===== src/rtl/hazard_scoreboard.sv =====
// hazard_scoreboard: forwarding-select and load-use stall unit between ID and
// the EX/MEM pipeline. In-flight register writes are tracked in a shift
// register (entry 0 = EX, youngest). Each entry remembers the first stage at
// which its result can be forwarded.
// Optional feature: define HAZARD_SCOREBOARD_PERF_CNT_EN to add a saturating
// 32-bit stall counter output (stall_cnt).
module hazard_scoreboard #(
    parameter  int NUM_SRC = 2,
    parameter  int REG_AW  = 5,
    parameter  int NUM_FWD = 3,
    localparam int SW      = $clog2(NUM_FWD),
    localparam int FSW     = $clog2(NUM_FWD + 1)
) (
    input  logic                      clk,
    input  logic                      reset_n,
    input  logic                      id_valid,
    input  logic [NUM_SRC*REG_AW-1:0] id_rs,
    input  logic [NUM_SRC-1:0]        id_rs_used,
    input  logic [REG_AW-1:0]         id_rd,
    input  logic                      id_reg_write,
    input  logic [SW-1:0]             id_ready_stage,
    input  logic                      hold,
    input  logic                      flush,
`ifdef HAZARD_SCOREBOARD_PERF_CNT_EN
    output logic [31:0]               stall_cnt,
`endif
    output logic [NUM_SRC*FSW-1:0]    fwd_sel,
    output logic                      stall_id
);

    localparam logic [SW-1:0] LAST_STAGE = SW'(NUM_FWD - 1);

    logic [NUM_FWD-1:0] e_valid;
    logic [REG_AW-1:0]  e_rd  [NUM_FWD];
    logic [SW-1:0]      e_rdy [NUM_FWD];
    logic [NUM_SRC-1:0] hazard;
    logic [SW-1:0]      rdy_in;

    // Clamp an out-of-range ready stage to the last tracked stage.
    always_comb begin
        rdy_in = id_ready_stage;
        if (id_ready_stage > LAST_STAGE) begin
            rdy_in = LAST_STAGE;
        end
    end

    // Per-source lookup: scan oldest to youngest so the youngest match wins.
    always_comb begin
        fwd_sel = '0;
        hazard  = '0;
        for (int i = 0; i < NUM_SRC; i++) begin
            for (int s = NUM_FWD - 1; s >= 0; s--) begin
                if (id_valid && id_rs_used[i] && e_valid[s] &&
                    (e_rd[s] != '0) && (e_rd[s] == id_rs[i*REG_AW +: REG_AW])) begin
                    if (SW'(s) >= e_rdy[s]) begin
                        fwd_sel[i*FSW +: FSW] = FSW'(s + 1);
                        hazard[i]             = 1'b0;
                    end else begin
                        fwd_sel[i*FSW +: FSW] = '0;
                        hazard[i]             = 1'b1;
                    end
                end
            end
        end
        // A flush kills the ID instruction, so it must not stall.
        stall_id = (|hazard) & ~flush;
    end

    // Scoreboard advance: flush > hold > stall (bubble) > normal issue.
    always_ff @(posedge clk or negedge reset_n) begin
        if (!reset_n) begin
            e_valid <= '0;
            for (int s = 0; s < NUM_FWD; s++) begin
                e_rd[s]  <= '0;
                e_rdy[s] <= '0;
            end
        end else if (flush) begin
            // Entry 0 (killed EX) and the new insert are both dropped.
            e_valid[0] <= 1'b0;
            for (int s = 1; s < NUM_FWD; s++) begin
                e_valid[s] <= (s == 1) ? 1'b0 : e_valid[s-1];
                e_rd[s]    <= e_rd[s-1];
                e_rdy[s]   <= e_rdy[s-1];
            end
        end else if (!hold) begin
            e_valid[0] <= stall_id ? 1'b0 : (id_valid & id_reg_write);
            e_rd[0]    <= id_rd;
            e_rdy[0]   <= rdy_in;
            for (int s = 1; s < NUM_FWD; s++) begin
                e_valid[s] <= e_valid[s-1];
                e_rd[s]    <= e_rd[s-1];
                e_rdy[s]   <= e_rdy[s-1];
            end
        end
    end

`ifdef HAZARD_SCOREBOARD_PERF_CNT_EN
    // Count cycles in which a stall actually cost a pipeline slot.
    always_ff @(posedge clk or negedge reset_n) begin
        if (!reset_n) begin
            stall_cnt <= '0;
        end else if (stall_id && !hold && (stall_cnt != 32'hFFFF_FFFF)) begin
            stall_cnt <= stall_cnt + 32'd1;
        end
    end
`endif

endmodule


===== config.mk =====
export PLATFORM = sky130hd
export DESIGN_NAME = hazard_scoreboard
export DESIGN_NICKNAME = d
export VERILOG_FILES = /design/src/rtl/hazard_scoreboard.sv
export SDC_FILE = /design/constraint.sdc
export NUM_CORES = 1
export LEC_CHECK = 0
export CAP_MARGIN = 10
export CORE_MARGIN = 4
export CORE_UTILIZATION = 35
export CTS_CLUSTER_SIZE = 16
export DETAILED_ROUTE_END_ITERATION = 7
export HOLD_SLACK_MARGIN = 0.15
export PLACE_DENSITY = 0.55
export SLEW_MARGIN = 20
export SYNTH_ARGS = -nofsm -noshare
export SYNTH_HDL_FRONTEND = slang
export SYNTH_SLANG_ARGS = --single-unit

===== constraint.sdc =====
create_clock -name clk -period 2.7 [get_ports clk]
set_input_delay 0.405 -clock clk [delete_from_list [all_inputs] [get_ports clk]]
set_output_delay 0.405 -clock clk [all_outputs]
set_load 0.05 [all_outputs]

==> reports/qor.txt <==
Max Clk Rate -> 371 MHz
Top cells by count, synth -> xnor2_1 (25), dfrtp_1 (24), mux2_2 (20)
Final Setup Violations -> 0
Layout area overhead -> 45.1%
Synth Area in Simple Gates -> 0.149
Critical path class -> register to primary output
Placer Congestion -> 0.858
Post-route ant nets -> 0
DR WL/cell -> 15.4 µm
I/O pin cnt -> 30
RSZ-0062 raised after global routing -> true
# clock sinks -> 24
Register area share after synthesis -> 0.416
Synth Area in XOR/XNOR -> 0.182
Inserted Diodes -> 0
Register bit total from synthesis -> 24
Drt pass-1 iters -> 4
Cell count after synthesis -> 131
P_leak -> 0.849 nW
Number of global-route vias before repair -> 1256
Fin nets -> 207
Tcrit/Tclk final -> 0.999
Clk buf depth -> 2
Reg area -> 606 µm²
Total number of H-tree levels -> 1
Post-synthesis cell type count -> 29
Non-Filler Instances -> 230
Final hold vios -> 0
Crit. End Element -> primary output
Max FO, Critical Path -> 4
Worst clock skew -> 4.00 ps
Reg2reg end -> e_valid[0]
Vias/cell -> 5.00
Adder-cell share of the synthesized area -> 0
Tmin final -> 2700 ps
Worst reg2reg path depth -> 7
Post-Place Cells -> 224
Required time of the worst setup path -> 2300 ps
Clock Latency Late Sink -> 260 ps
Largest net degree at the start of global routing -> 25
# port buffers -> 29
Crit start category -> register
# fillers -> 380
DRC -> 0
Height of the die -> 72.2 µm
Die width -> 72.2 µm
Area of the multi-input gates -> 908 µm²
Core ar. -> 4000 µm²
WL final -> 3.55 mm
Worst setup startpoint -> e_rd[7]
Cts hold-fix bufs -> 0
Detailed-placement wirelength estimate -> 2.74 mm
Worst reg2reg startpoint -> e_rd[7]
Root buf cell -> clkbuf_8
First-pass GRT wire length -> 6.09 mm
Fin. max-slew vios -> 0
Largest area contributor in the netlist -> dfrtp_1
GRT Util Overall -> 0.148
Vias -> 1151
Share of cells above drive strength 1 -> 0.372
Syn_nets -> 156
Post-synth ARST share -> 1.00
Clock tree from TritonCTS -> done
Most frequent cell after synthesis -> xnor2_1
Starting density of the core -> 0.361
Setup tns final -> 0 ps
Min Hold Slack -> 502 ps
Slew margin rel. -> 0.624
Largest family of logic cells by synthesized area -> XOR/XNOR gates
GRT overflow -> 0
Worst-path clk slew -> 80 ps
PD cells -> 471 nW/µm²
Status -> finished clean
Post-synth EDFFs -> 0
Post-synth top area share -> 0.416
Die ar. -> 5220 µm²
DRT iter0 DRCs -> 59
Initial antenna violation count -> 0
Row count -> 23
Synth area leaders -> dfrtp_1 (42%), mux2_2 (16%), xnor2_1 (15%)
Worst VDD drop -> 0.285 mV
Worst Path Arrival -> 2290 ps
Post-synthesis compound-gate area fraction -> 0.0719
Max Cap Viol -> 0
TritonCTS Buffers -> 3
Synth Flop Type -> dfrtp_1
Critical Path End -> stall_id
Reg2Reg Setup Slack -> 680 ps
YS warnings -> 0
HP Class -> primary input to async pin
Slew @ Worst Pin -> 562 ps
Syn Area/Cell -> 11.0 µm²
Post-synthesis mux area share -> 0.173
Mapped Area -> 1440 µm²
==> worst min path at each step <==
stage	startpoint	end	slack [ps]	cells after the start
6_report	reset_n	e_rdy[5]	500	2
5_1_grt	e_rdy[2]	e_rdy[2]	530	1
4_1_cts	reset_n	e_rdy[5]	510	2
3_5_place_dp	e_rdy[2]	e_rdy[0]	500	1
3_3_place_gp	e_rdy[2]	e_rdy[0]	490	1
2_1_floorplan	reset_n	e_rd[0]	110	0
==> state kept, by name, summed over array words and instances (netlist names) <==
| name | flops |
|---|---|
| e_rd | 15 |
| e_rdy | 6 |
| e_valid | 3 |
==> cell usage in the layout, fill, tap and decap left out, types with 6 or more instances in the layout <==
| master | count |
|---|---|
| buf_4 | 19 |
| clkdlybuf4s50_1 | 14 |
| dfrtp_1 | 20 |
| dlygate4sd2_1 | 9 |
| mux2_2 | 20 |
| nand2_1 | 8 |
| nand4_1 | 6 |
| xnor2_1 | 21 |
==> critical path, cell delays in order, from the launching register on <==
cell and delay [ps]:
dfrtp_2 440, buf_4 160, xnor2_2 140, nand4_1 120, or4_4 460, mux2_4 330, o21ai_4 140, a21oi_2 90
buf_12 150
==> what timing repair did <==
| item | 4_1_cts | 5_1_grt |
|---|---|---|
| endpoints found under the setup margin | 4 | 2 |
| pin swaps | 7 | 2 |
| gates resized for setup | 16 | 10 |
| setup buffers | 3 | 1 |
==> layer usage <==
metal | part of all wire | track usage
met1 | 0.45 | 0.194
met2 | 0.51 | 0.257
met3 | 0.034 | 0.0194
met4 | 0.0062 | 0.0376
met5 | 0 | 0
==> report_power, final <==
part	internal [mW]	switching [mW]	total (mW)	leakage, nW
registers	0.416	0.0877	0.504	0.289
logic	0.176	0.104	0.280	0.539
clock network	0.0995	0.103	0.203	0.0216
total	0.692	0.295	0.987	0.849
==> cell type report <==
type | instances | share of cell area
multi-input combinational | 104 | 0.433
clock buffer | 3 | 0.0197
timing repair buffer | 48 | 0.226
inverter | 1 | 0.00179
tap | 50 | 0.0299
sequential | 24 | 0.289
==> per-stage QoR <==
stage | area [µm²] | power, mW | setup slack [ps] | util
after floorplan | 1450 | 0.635 | 162 | -
after global placement | 1960 | 0.746 | -157 | 0.491
after detailed placement | 1960 | 0.753 | -185 | 0.491
after CTS | 2030 | 0.974 | 3.11 | 0.508
after global routing | 2100 | 1.05 | -72.1 | 0.524
final | 2100 | 0.987 | 3.81 | 0.524
==> cells by family (layout without fill, tap and decap cells) <==
logic type / Yosys count / in the layout
and+or+nand+nor: 37 / 37
xor gates and xnor gates: 30 / 30
DFF: 24 / 24
muxes: 22 / 22
AOI/OAI and AO/OA: 15 / 15
buffers and inverters: 3 / 52
Power figures use the tool's default switching activity.
